`src/rtl/sumador_serial.sv`:
```
// Serial adder/subtractor: WIDTH-bit operands are processed CHUNK bits per clock, LSB chunk first.
// Define SUMADOR_OVERFLOW_EN to build the two's-complement overflow flag; otherwise it is tied to 0.
module sumador_serial #(
    parameter int WIDTH = 8,
    parameter int CHUNK = 1
) (
    input  logic             clk,
    input  logic             rst_n,
    input  logic             start,
    input  logic [WIDTH-1:0] a,
    input  logic [WIDTH-1:0] b,
    input  logic             carry_in,
    input  logic             sub,
    output logic             busy,
    output logic             done,
    output logic [WIDTH-1:0] sum,
    output logic             carry_out,
    output logic             overflow
);

    localparam int N  = WIDTH / CHUNK;
    localparam int CW = (N > 1) ? $clog2(N) : 1;

    generate
        if (CHUNK < 1 || CHUNK > WIDTH || (WIDTH % CHUNK) != 0) begin : g_bad_params
            $error("sumador_serial: CHUNK must be in 1..WIDTH and divide WIDTH");
        end
    endgenerate

    typedef enum logic [1:0] {
        IDLE = 2'd0,
        RUN  = 2'd1,
        DONE = 2'd2
    } state_t;

    state_t           state_reg;
    state_t           state_next;
    logic [WIDTH-1:0] a_reg;
    logic [WIDTH-1:0] b_reg;
    logic             carry_reg;
    logic [CW-1:0]    cnt_reg;
    logic [WIDTH-1:0] sum_reg;
    logic             carry_out_reg;
    logic [CHUNK:0]   chunk_sum;
    logic [N-1:0]     chunk_sel;
    logic             accept;
    logic             last;

    assign accept = start && (state_reg != RUN);
    assign last   = (cnt_reg == CW'(N - 1));

    // Operands shift right as they are consumed, so the active chunk always sits in the low bits.
    assign chunk_sum = {1'b0, a_reg[CHUNK-1:0]} + {1'b0, b_reg[CHUNK-1:0]}
                     + {{CHUNK{1'b0}}, carry_reg};

    generate
        for (genvar gi = 0; gi < N; gi++) begin : g_sel
            assign chunk_sel[gi] = (state_reg == RUN) && (cnt_reg == CW'(gi));
        end
    endgenerate

    always_ff @(posedge clk or negedge rst_n) begin
        if (!rst_n) begin
            state_reg <= IDLE;
        end else begin
            state_reg <= state_next;
        end
    end

    always_comb begin
        state_next = state_reg;
        case (state_reg)
            IDLE:    if (start) state_next = RUN;
            RUN:     if (last) state_next = DONE;
            DONE:    state_next = start ? RUN : IDLE;
            default: state_next = IDLE;
        endcase
    end

    always_ff @(posedge clk or negedge rst_n) begin
        if (!rst_n) begin
            a_reg         <= '0;
            b_reg         <= '0;
            carry_reg     <= 1'b0;
            cnt_reg       <= '0;
            carry_out_reg <= 1'b0;
        end else if (accept) begin
            // Subtraction is A + ~B + 1, so the inversion and the +1 are folded in at load time.
            a_reg     <= a;
            b_reg     <= sub ? ~b : b;
            carry_reg <= sub | carry_in;
            cnt_reg   <= '0;
        end else if (state_reg == RUN) begin
            a_reg     <= a_reg >> CHUNK;
            b_reg     <= b_reg >> CHUNK;
            carry_reg <= chunk_sum[CHUNK];
            if (last) begin
                carry_out_reg <= chunk_sum[CHUNK];
            end else begin
                cnt_reg <= cnt_reg + 1'b1;
            end
        end
    end

    always_ff @(posedge clk or negedge rst_n) begin
        if (!rst_n) begin
            sum_reg <= '0;
        end else begin
            for (int i = 0; i < N; i++) begin
                if (chunk_sel[i]) begin
                    sum_reg[i*CHUNK +: CHUNK] <= chunk_sum[CHUNK-1:0];
                end
            end
        end
    end

`ifdef SUMADOR_OVERFLOW_EN
    logic overflow_reg;

    // Carry into the MSB is recovered as a^b^s of that bit, then compared with the carry out.
    always_ff @(posedge clk or negedge rst_n) begin
        if (!rst_n) begin
            overflow_reg <= 1'b0;
        end else if (state_reg == RUN && last) begin
            overflow_reg <= a_reg[CHUNK-1] ^ b_reg[CHUNK-1]
                          ^ chunk_sum[CHUNK-1] ^ chunk_sum[CHUNK];
        end
    end

    assign overflow = overflow_reg;
`else
    assign overflow = 1'b0;
`endif

    assign busy      = (state_reg == RUN);
    assign done      = (state_reg == DONE);
    assign sum       = sum_reg;
    assign carry_out = carry_out_reg;

endmodule

```
`config.mk`:
```
export PLATFORM = sky130hd
export DESIGN_NAME = sumador_serial
export DESIGN_NICKNAME = d
export VERILOG_FILES = /design/src/rtl/sumador_serial.sv
export SDC_FILE = /design/constraint.sdc
export NUM_CORES = 1
export LEC_CHECK = 0
export ABC_AREA = 1
export CAP_MARGIN = 0
export CORE_MARGIN = 5
export CORE_UTILIZATION = 55
export CTS_CLUSTER_DIAMETER = 60
export DETAILED_ROUTE_END_ITERATION = 7
export PLACE_DENSITY_LB_ADDON = 0.08
export SYNTH_ARGS = -nofsm -noshare
export SYNTH_HDL_FRONTEND = slang
export SYNTH_SLANG_ARGS = --single-unit
```
`constraint.sdc`:
```
create_clock -name clk -period 3.16 [get_ports clk]
set_clock_uncertainty 0.1 [all_clocks]
set_input_delay 0.632 -clock clk [delete_from_list [all_inputs] [get_ports clk]]
set_output_delay 0.632 -clock clk [all_outputs]
set_load 0.01 [all_outputs]
```
==> flow_summary.json, run 1 <==
{
  "pwr_density_cell_nw_per_um2": 838,
  "die_height_um": 64.7,
  "timing.reg2reg.setup_slack_ns": 1.59,
  "setup_slack_placement_ns": 1.06,
  "clock-root-buffer": "clkbuf_4",
  "startpoint_type": "register",
  "ctsHoldBuffers": 0,
  "place_inst": 264,
  "critPathRequiredTime_ns": 2.43,
  "width_of_the_die_um": 64.7,
  "synth_seq_cells": 31,
  "drc_errors": 0,
  "worst_ep_arrival_time_ns": 1.49,
  "cts_max_path_buffers": 2,
  "final-max-slew-violation-count": 0,
  "num_io_pins": 33,
  "number_of_sinks_handled_by_clock_tree_synthesis": 31,
  "worst_setup_path_end_kind": "primary output",
  "final_util": 0.715,
  "synth_fp_nets": 238,
  "routed_wire_length_um": 3490,
  "commonest_non_fill_non_tap_cells_in_the_layout": "nand2_1, nand3_1, dfrtp_1, clkdlybuf4s50_1, inv_1",
  "area_fraction_in_compound_gates_after_synthesis": 0.0312,
  "netlist-cell-type-count": 20,
  "cts_inserted_buffers": 5,
  "synth_xor_xnor_area_share": 0.00532,
  "achievable-frequency_ghz": 0.451,
  "ys_top_cells_by_area": "dfrtp_1, nand2_1, nand3_1",
  "cts.repair.resized": 0,
  "grt_pass1_wl_um": 6430,
  "antenna_found_initial": 0,
  "totalPowerFinal_mw": 1.68,
  "grtUsageMet2": 0.312,
  "timing.max_cap.violations": 0,
  "gr-max-usage-layer": "met2",
  "htree_levels": 2,
  "grt_max_degree": 32,
  "synth_top_area_share": 0.471,
  "globalRouteMet3Util": 0.0674,
  "grt-ovfl-total": 0,
  "tritoncts": "built",
  "crit_type": "register to primary output",
  "final_hold_viol_count": 0,
  "detail_route.vias_per_cell": 5.30,
  "largest_family_of_logic_cells_by_synthesized_area": "simple AND/OR/NAND/NOR gates",
  "rsz0062_at_grt": "no",
  "nNetsFinal": 269,
  "yosys.area.top_type": "dfrtp_1",
  "area_enclosed_by_the_die_boundary_um2": 4190,
  "layout.filler_cells": 229,
  "dp_hpwl_um": 2510,
  "drt_iter0_drc": 126,
  "detailroute.via_count": 1441,
  "crit_path_max_fanout": 3,
  "seqCellArea_um2": 776,
  "muxShareOfSynthArea": 0,
  "synth_area_um2": 1650,
  "worst_setup_hold_path_clk_slew_ns": 0.09,
  "layout_cells_sized_above_1": 0.0705,
  "routedWlPerCell_um": 12.8,
  "cts_post_setup_buffers_inserted": 0,
  "port-buffer-count": 31,
  "finalCriticalPeriod_ns": 2.22,
  "worst_skew_pair.late_latency_ns": 0.34,
  "post_synth.cell_area_avg_um2": 7.88,
  "placement_stage_cell_area_um2": 1950,
  "diodes": 0,
  "area_taken_by_multi_input_logic_gates_um2": 733,
  "gp_congestion": 0.819,
  "power.ir.vdd_worst_mv": 0.522,
  "floorplan.initialDensity": 0.587,
  "syn_to_final_growth_pct": 21.7,
  "path_category_of_the_worst_min_delay_check": "register to register",
  "synth-adder-area-share": 0.0653,
  "grt_pass1_vias": 1529,
  "setup_total_negative_slack_ns": 0,
  "status": "completed",
  "design.core.area_um2": 2810,
  "drtAntennaViolNets": 0,
  "syn_inst": 209,
  "synthSimpleGateAreaFrac": 0.341,
  "std_cell_rows": 19,
  "detail_route.first_pass.iterations": 4,
  "fin_crit_sh": 0.702,
  "total_global_routing_track_utilization": 0.194,
  "final_number_of_setup_violating_endpoints": 0,
  "synth-seq-area-share": 0.471,
  "worst_hold_slack_ns": 0.395,
  "layout_commonest_cell": "nand2_1",
  "ys.warnings.count": 0,
  "post-route-worst-setup-slack_ns": 0.942,
  "final_cells": 272,
  "stdcell_area_um2": 2000,
  "cellLeakagePower_nw": 1.04,
  "grt_use_met1": 0.236
}
-- synth_stat cells --
| library cell | number |
|---|---|
| nand2_1 | 79 |
| nand3_1 | 38 |
| dfrtp_1 | 31 |
| inv_1 | 17 |
| o21ai_0 | 8 |
| ha_1 | 7 |
| nand4_1 | 6 |
| buf_2 | 5 |
| buf_4 | 4 |
| inv_2 | 2 |
| nand2_2 | 2 |
| nor2_1 | 2 |
| a21oi_1 | 1 |
| buf_6 | 1 |
| conb_1 | 1 |
| fa_1 | 1 |
| nor2_4 | 1 |
| o22ai_1 | 1 |
| or2_2 | 1 |
| xor2_1 | 1 |
-- cell type report --
class | instances | share of cell area
clock buffer | 5 | 0.0187
clock inverter | 3 | 0.00749
inverter | 19 | 0.0356
multi-input combinational | 149 | 0.366
sequential | 31 | 0.387
tap | 31 | 0.0194
timing repair buffer | 34 | 0.166
-- critical path: stages (launching register included) --
cell and delay [ns]:
dfrtp_1 0.40, inv_1 0.09, nor2_1 0.11, clkdlybuf4s50_1 0.55
-- logic make-up after synthesis --
family | after synthesis
AND/OR/NAND/NOR | 129
other | 1
XOR/XNOR | 1
adder cells (fa/ha/maj) | 8
buffers and inverters | 29
AO/OA/AOI/OAI | 10
flip-flops | 31
-- final timing paths --
check                             to  depth (start not counted)         start
min in group asynchronous   a_reg[0]                          2         rst_n
min                        carry_out                          2     carry_out
max in group asynchronous   b_reg[3]                          2         rst_n
max reg2reg                   sum[3]                          3      a_reg[0]
max                             done                          3  state_reg[1]
min reg2reg                carry_out                          2     carry_out
-- power by group --
| part | internal (mW) | switching (mW) |
|---|---|---|
| Combinational | 0.330 | 0.446 |
| Clock | 0.0826 | 0.140 |
| Sequential | 0.562 | 0.120 |
| Total | 0.975 | 0.705 |
-- per-layer routing --
| metal | routed length, um | up-vias |
|---|---|---|
| met4 | 59 | 0 |
| li1 | - | 724 |
| met2 | 1600 | 46 |
| met1 | 1590 | 663 |
| met3 | 235 | 8 |
| met5 | 0 | - |
Power figures use the tool's default switching activity.
==> inputs of run 2 (changes only) <==
Settings changed: CORE_UTILIZATION 55 to 46.
Clock period 3.16 ns to 1.8 ns, I/O delays scaled along.
==> flow_summary.json, run 2 (synthesized netlist as in run 1, its figures left out) <==
{
  "power.combinational.fraction": 0.456,
  "layout_commonest_cell": "nand2_1",
  "worst_skew_pair.late_latency_ns": 0.32,
  "r2r-end": "sum[7]",
  "reg2reg_depth": 3,
  "net-switching-power_mw": 1.26,
  "floorplan.initialDensity": 0.486,
  "stdcell_area_um2": 2060,
  "tritoncts": "built",
  "rsz0062_at_grt": "no",
  "seq_power_share": 0.392,
  "die_height_um": 69.8,
  "setup_total_negative_slack_ns": 0,
  "num_io_pins": 33,
  "detail_route.vias_per_cell": 4.96,
  "power.switching_fraction": 0.411,
  "place_inst": 282,
  "crit_reg_reg_startpoint": "a_reg[0]",
  "port-buffer-count": 31,
  "achievable-frequency_ghz": 0.591,
  "clock-root-buffer": "clkbuf_4",
  "critPathBufInv": 1,
  "area_enclosed_by_the_die_boundary_um2": 4880,
  "final_cells": 291,
  "gp_congestion": 0.762,
  "width_of_the_die_um": 69.8,
  "worst_setup_hold_path_clk_slew_ns": 0.10,
  "family_with_the_most_delay_on_the_worst_path": "buffers and inverters",
  "drt_iter0_drc": 93,
  "final_number_of_setup_violating_endpoints": 0,
  "timing.reg2reg.setup_slack_ns": 0.21,
  "diodes": 0,
  "routed_wire_length_um": 3760,
  "cts_max_path_buffers": 2,
  "cts_inserted_buffers": 5,
  "critPathRequiredTime_ns": 1.34,
  "worst_hold_slack_ns": 0.325,
  "pwr-share-clk": 0.152,
  "syn_to_final_growth_pct": 25.3,
  "grt_pass1_wl_um": 6780,
  "fin_crit_sh": 0.940,
  "design.core.area_um2": 3390,
  "path_category_of_the_worst_min_delay_check": "input pin to async pin",
  "placement_stage_cell_area_um2": 1990,
  "status": "completed",
  "max_stage_delay_ns": 0.54,
  "slowest_stage": "clkdlybuf4s50_1",
  "nNetsFinal": 273,
  "number_of_sinks_handled_by_clock_tree_synthesis": 31,
  "layout_cells_sized_above_1": 0.0857,
  "grt_max_degree": 32,
  "dp_hpwl_um": 2640,
  "startpoint_type": "register",
  "worst_ep_arrival_time_ns": 1.23,
  "htree_levels": 2,
  "crit_type": "register to primary output",
  "drc_errors": 0,
  "cellLeakagePower_nw": 1.07,
  "routedWlPerCell_um": 12.9,
  "power.ir.vdd_worst_mv": 0.834,
  "total_global_routing_track_utilization": 0.171,
  "timing.max_cap.violations": 0,
  "final-max-slew-violation-count": 0,
  "power.internal_mw": 1.80,
  "antenna_found_initial": 0,
  "final_hold_viol_count": 0,
  "totalPowerFinal_mw": 3.06,
  "pwr_density_cell_nw_per_um2": 1480,
  "detail_route.first_pass.iterations": 4,
  "finalCriticalPeriod_ns": 1.69,
  "detailroute.via_count": 1444,
  "worst_setup_path_end_kind": "primary output",
  "grt_pass1_vias": 1482,
  "grt-ovfl-total": 0,
  "commonest_non_fill_non_tap_cells_in_the_layout": "nand2_1, nand3_1, dfrtp_1",
  "crit_path_max_fanout": 2,
  "path_cells": "clkdlybuf4s50_1",
  "layout.filler_cells": 296,
  "drtAntennaViolNets": 0,
  "std_cell_rows": 21
}
[run 2: changes by cell type in the layout (fill, tap and decap cells not counted)]
cell / change
clkbuf_2: +1
buf_4: +4
dlygate4sd2_1: +1
clkbuf_8: +2
clkbuf_1: +1
clkdlybuf4s50_1: -2
clkinv_2: -3
[run 2: worst max-delay path by stage]
stage | from | to | slack, ns | cells after the start
finish | sum[7] | sum[7] | 0.11 | 1
global route | sum[7] | sum[7] | 0.04 | 1
detailed placement | state_reg[1] | done | 0.19 | 3
floorplan | a_reg[0] | sum[3] | 0.41 | 3
CTS | state_reg[0] | done | 0.02 | 3
global placement | state_reg[1] | done | 0.20 | 3
[run 2: power by group through the flow]
stage	logic, mW	registers [mW]	clock network [mW]
after floorplan	0.917	1.19	0
after global placement	1.35	1.20	0
after detailed placement	1.39	1.22	0
after CTS	1.41	1.20	0.489
after global routing	1.59	1.23	0.508
final	1.40	1.20	0.464
[run 2: stage by stage]
step / worst slack (ns) / utilization
3_5_place_dp: 0.190 / 0.588
4_1_cts: 0.0189 / 0.610
5_1_grt: 0.0373 / 0.609
2_1_floorplan: 0.411 / -
3_3_place_gp: 0.197 / 0.588
6_report: 0.109 / 0.609
[run 2: per-layer routing]
| metal | wire length, um | global-route usage | vias up |
|---|---|---|---|
| li1 | - | - | 735 |
| met1 | 1780 | 0.227 | 654 |
| met2 | 1710 | 0.267 | 50 |
| met3 | 215 | 0.0464 | 5 |
| met4 | 49 | 0.0638 | 0 |
| met5 | 0 | 0 | - |
[run 2: area by class of cell]
type	instances	area [um^2]	area share
Timing Repair Buffer	38	357	0.173
Clock buffer	8	68.8	0.0334
Inverter	19	71.3	0.0346
Sequential cell	31	776	0.376
Multi-Input combinational cell	149	733	0.355
Tap cell	46	57.6	0.0279
[run 2: timing repair]
action,CTS,global route
pin swaps,0,0
gates resized for setup,2,2
hold buffers,0,0
buffers inserted,1,0
endpoints found under the setup margin,2,1
==> inputs of run 3 (changes only) <==
--- a/config.mk
+++ b/config.mk
@@ -8,5 +8,5 @@
 export ABC_AREA = 1
 export CAP_MARGIN = 0
-export CORE_MARGIN = 5
+export CORE_MARGIN = 2
 export CORE_UTILIZATION = 46
 export CTS_CLUSTER_DIAMETER = 60
==> constraint.sdc (replaced) <==
create_clock -name clk -period 1.8 [get_ports clk]
set_clock_uncertainty 0.1 [all_clocks]
set_input_delay 0.27 -clock clk [delete_from_list [all_inputs] [get_ports clk]]
set_output_delay 0.27 -clock clk [all_outputs]
set_load 0.01 [all_outputs]
==> flow_summary.json, run 3 (synthesized netlist as in run 1, its figures left out) <==
{
  "status": "completed",
  "power.ir.vdd_worst_mv": 1.01,
  "post-route-worst-setup-slack_ns": 0.141,
  "cts_inserted_buffers": 5,
  "seqCellArea_um2": 776,
  "final_number_of_setup_violating_endpoints": 0,
  "max_stage_delay_ns": 0.40,
  "drc_errors": 0,
  "layout_cells_sized_above_1": 0.0857,
  "final_hold_viol_count": 0,
  "routedWlPerCell_um": 12.0,
  "critPathRequiredTime_ns": 1.43,
  "finalCriticalPeriod_ns": 1.66,
  "antenna_found_initial": 0,
  "std_cell_rows": 21,
  "port-buffer-count": 31,
  "gp_congestion": 0.733,
  "num_io_pins": 33,
  "startpoint": "state_reg[0]",
  "slowest_stage": "dfrtp_1",
  "grt_max_degree": 32,
  "crit_type": "register to primary output",
  "area_taken_by_multi_input_logic_gates_um2": 733,
  "path_cells": "buf_4, nor2_1, dlygate4sd2_1",
  "achievable-frequency_ghz": 0.603,
  "width_of_the_die_um": 63.8,
  "crit_path_max_fanout": 4,
  "grt_pass1_wl_um": 5850,
  "syn_to_final_growth_pct": 26.6,
  "worst_setup_hold_path_clk_slew_ns": 0.09,
  "startpoint_type": "register",
  "grt-ovfl-total": 0,
  "drt_iter0_drc": 156,
  "diodes": 0,
  "tritoncts": "built",
  "area_enclosed_by_the_die_boundary_um2": 4070,
  "worst_skew_pair.late_latency_ns": 0.33,
  "detailroute.via_count": 1473,
  "path_category_of_the_worst_min_delay_check": "input pin to async pin",
  "commonest_non_fill_non_tap_cells_in_the_layout": "nand2_1, nand3_1, dfrtp_1",
  "nNetsFinal": 273,
  "total_global_routing_track_utilization": 0.184,
  "htree_levels": 2,
  "floorplan.initialDensity": 0.486,
  "number_of_sinks_handled_by_clock_tree_synthesis": 31,
  "clock-root-buffer": "clkbuf_4",
  "totalPowerFinal_mw": 3.14,
  "layout_commonest_cell": "nand2_1",
  "fin_crit_sh": 0.922,
  "layout.filler_cells": 281,
  "final-max-slew-violation-count": 0,
  "pwr_density_cell_nw_per_um2": 1510,
  "cellLeakagePower_nw": 1.08,
  "drtAntennaViolNets": 0,
  "worst_ep_arrival_time_ns": 1.29,
  "setup_slack_placement_ns": 0.242,
  "reg2reg_depth": 3,
  "design.core.area_um2": 3390,
  "grt_pass1_vias": 1331,
  "detail_route.vias_per_cell": 5.06,
  "cts_max_path_buffers": 2,
  "crit_reg_reg_startpoint": "a_reg[0]",
  "routed_wire_length_um": 3480,
  "timing.max_cap.violations": 0,
  "setup_total_negative_slack_ns": 0,
  "worst_setup_path_end_kind": "primary output",
  "dp_hpwl_um": 2400,
  "stdcell_area_um2": 2080,
  "placement_stage_cell_area_um2": 1990,
  "ctsHoldBuffers": 0,
  "detail_route.first_pass.iterations": 4,
  "rsz0062_at_grt": "no",
  "die_height_um": 63.8
}
==> run 3: cell types whose count changed in the layout (fill, tap and decap cells not counted), sizes merged <==
cell	before	now
clkbuf	9	6
dlygate4sd2	1	2
bufinv	0	1
clkinv	0	1
==> run 3: what timing repair did <==
item                       in CTS  in global routing
setup buffers                   1                  0
gates resized for setup         2                  0
setup endpoints to repair       2                  0
==> run 3: layout make-up <==
type / instances / share of cell area
clock buffer: 6 / 0.0246
inverter: 19 / 0.0342
sequential: 31 / 0.372
clock inverter: 2 / 0.0168
timing repair buffer: 38 / 0.173
tap: 46 / 0.0276
multi-input combinational: 149 / 0.352
==> run 3: per-stage QoR <==
step / cells / hold WS (ns) / utilization
2_1_floorplan: 209 / -0.126 / -
3_3_place_gp: 282 / 0.364 / 0.588
3_5_place_dp: 282 / 0.364 / 0.588
4_1_cts: 291 / 0.227 / 0.615
5_1_grt: 291 / 0.250 / 0.615
6_report: 291 / 0.229 / 0.615
==> run 3: routing by layer <==
layer / global-route usage / vias up / wire length, um
li1: - / 737 / -
met1: 0.242 / 687 / 1640
met2: 0.293 / 45 / 1590
met3: 0.0493 / 4 / 212
met4: 0.0652 / 0 / 32
met5: 0 / - / 0
==> run 3: power by group <==
part           internal, mW  total, mW  switching, mW  leakage, nW
Sequential            0.987       1.19          0.199        0.395
Combinational         0.586       1.38          0.796        0.638
Clock                 0.328      0.570          0.242       0.0482
Total                  1.90       3.14           1.24         1.08
==> run 3: path summary, 6_finish.rpt <==
path,endpoint,slack [ns]
max in group asynchronous,sum[4],1.08
min in group clk,a_reg[7],0.38
worst max-delay path,done,0.14
worst min-delay path,sum[6],0.23
worst min register to register,a_reg[7],0.39
worst max register to register,sum[7],0.23
==> run 3: worst max-delay path, delay by kind of cell (launching register included) <==
family        cells  cell delay, ns
buf+inv           2            0.43
flops             1            0.40
simple gates      1            0.12
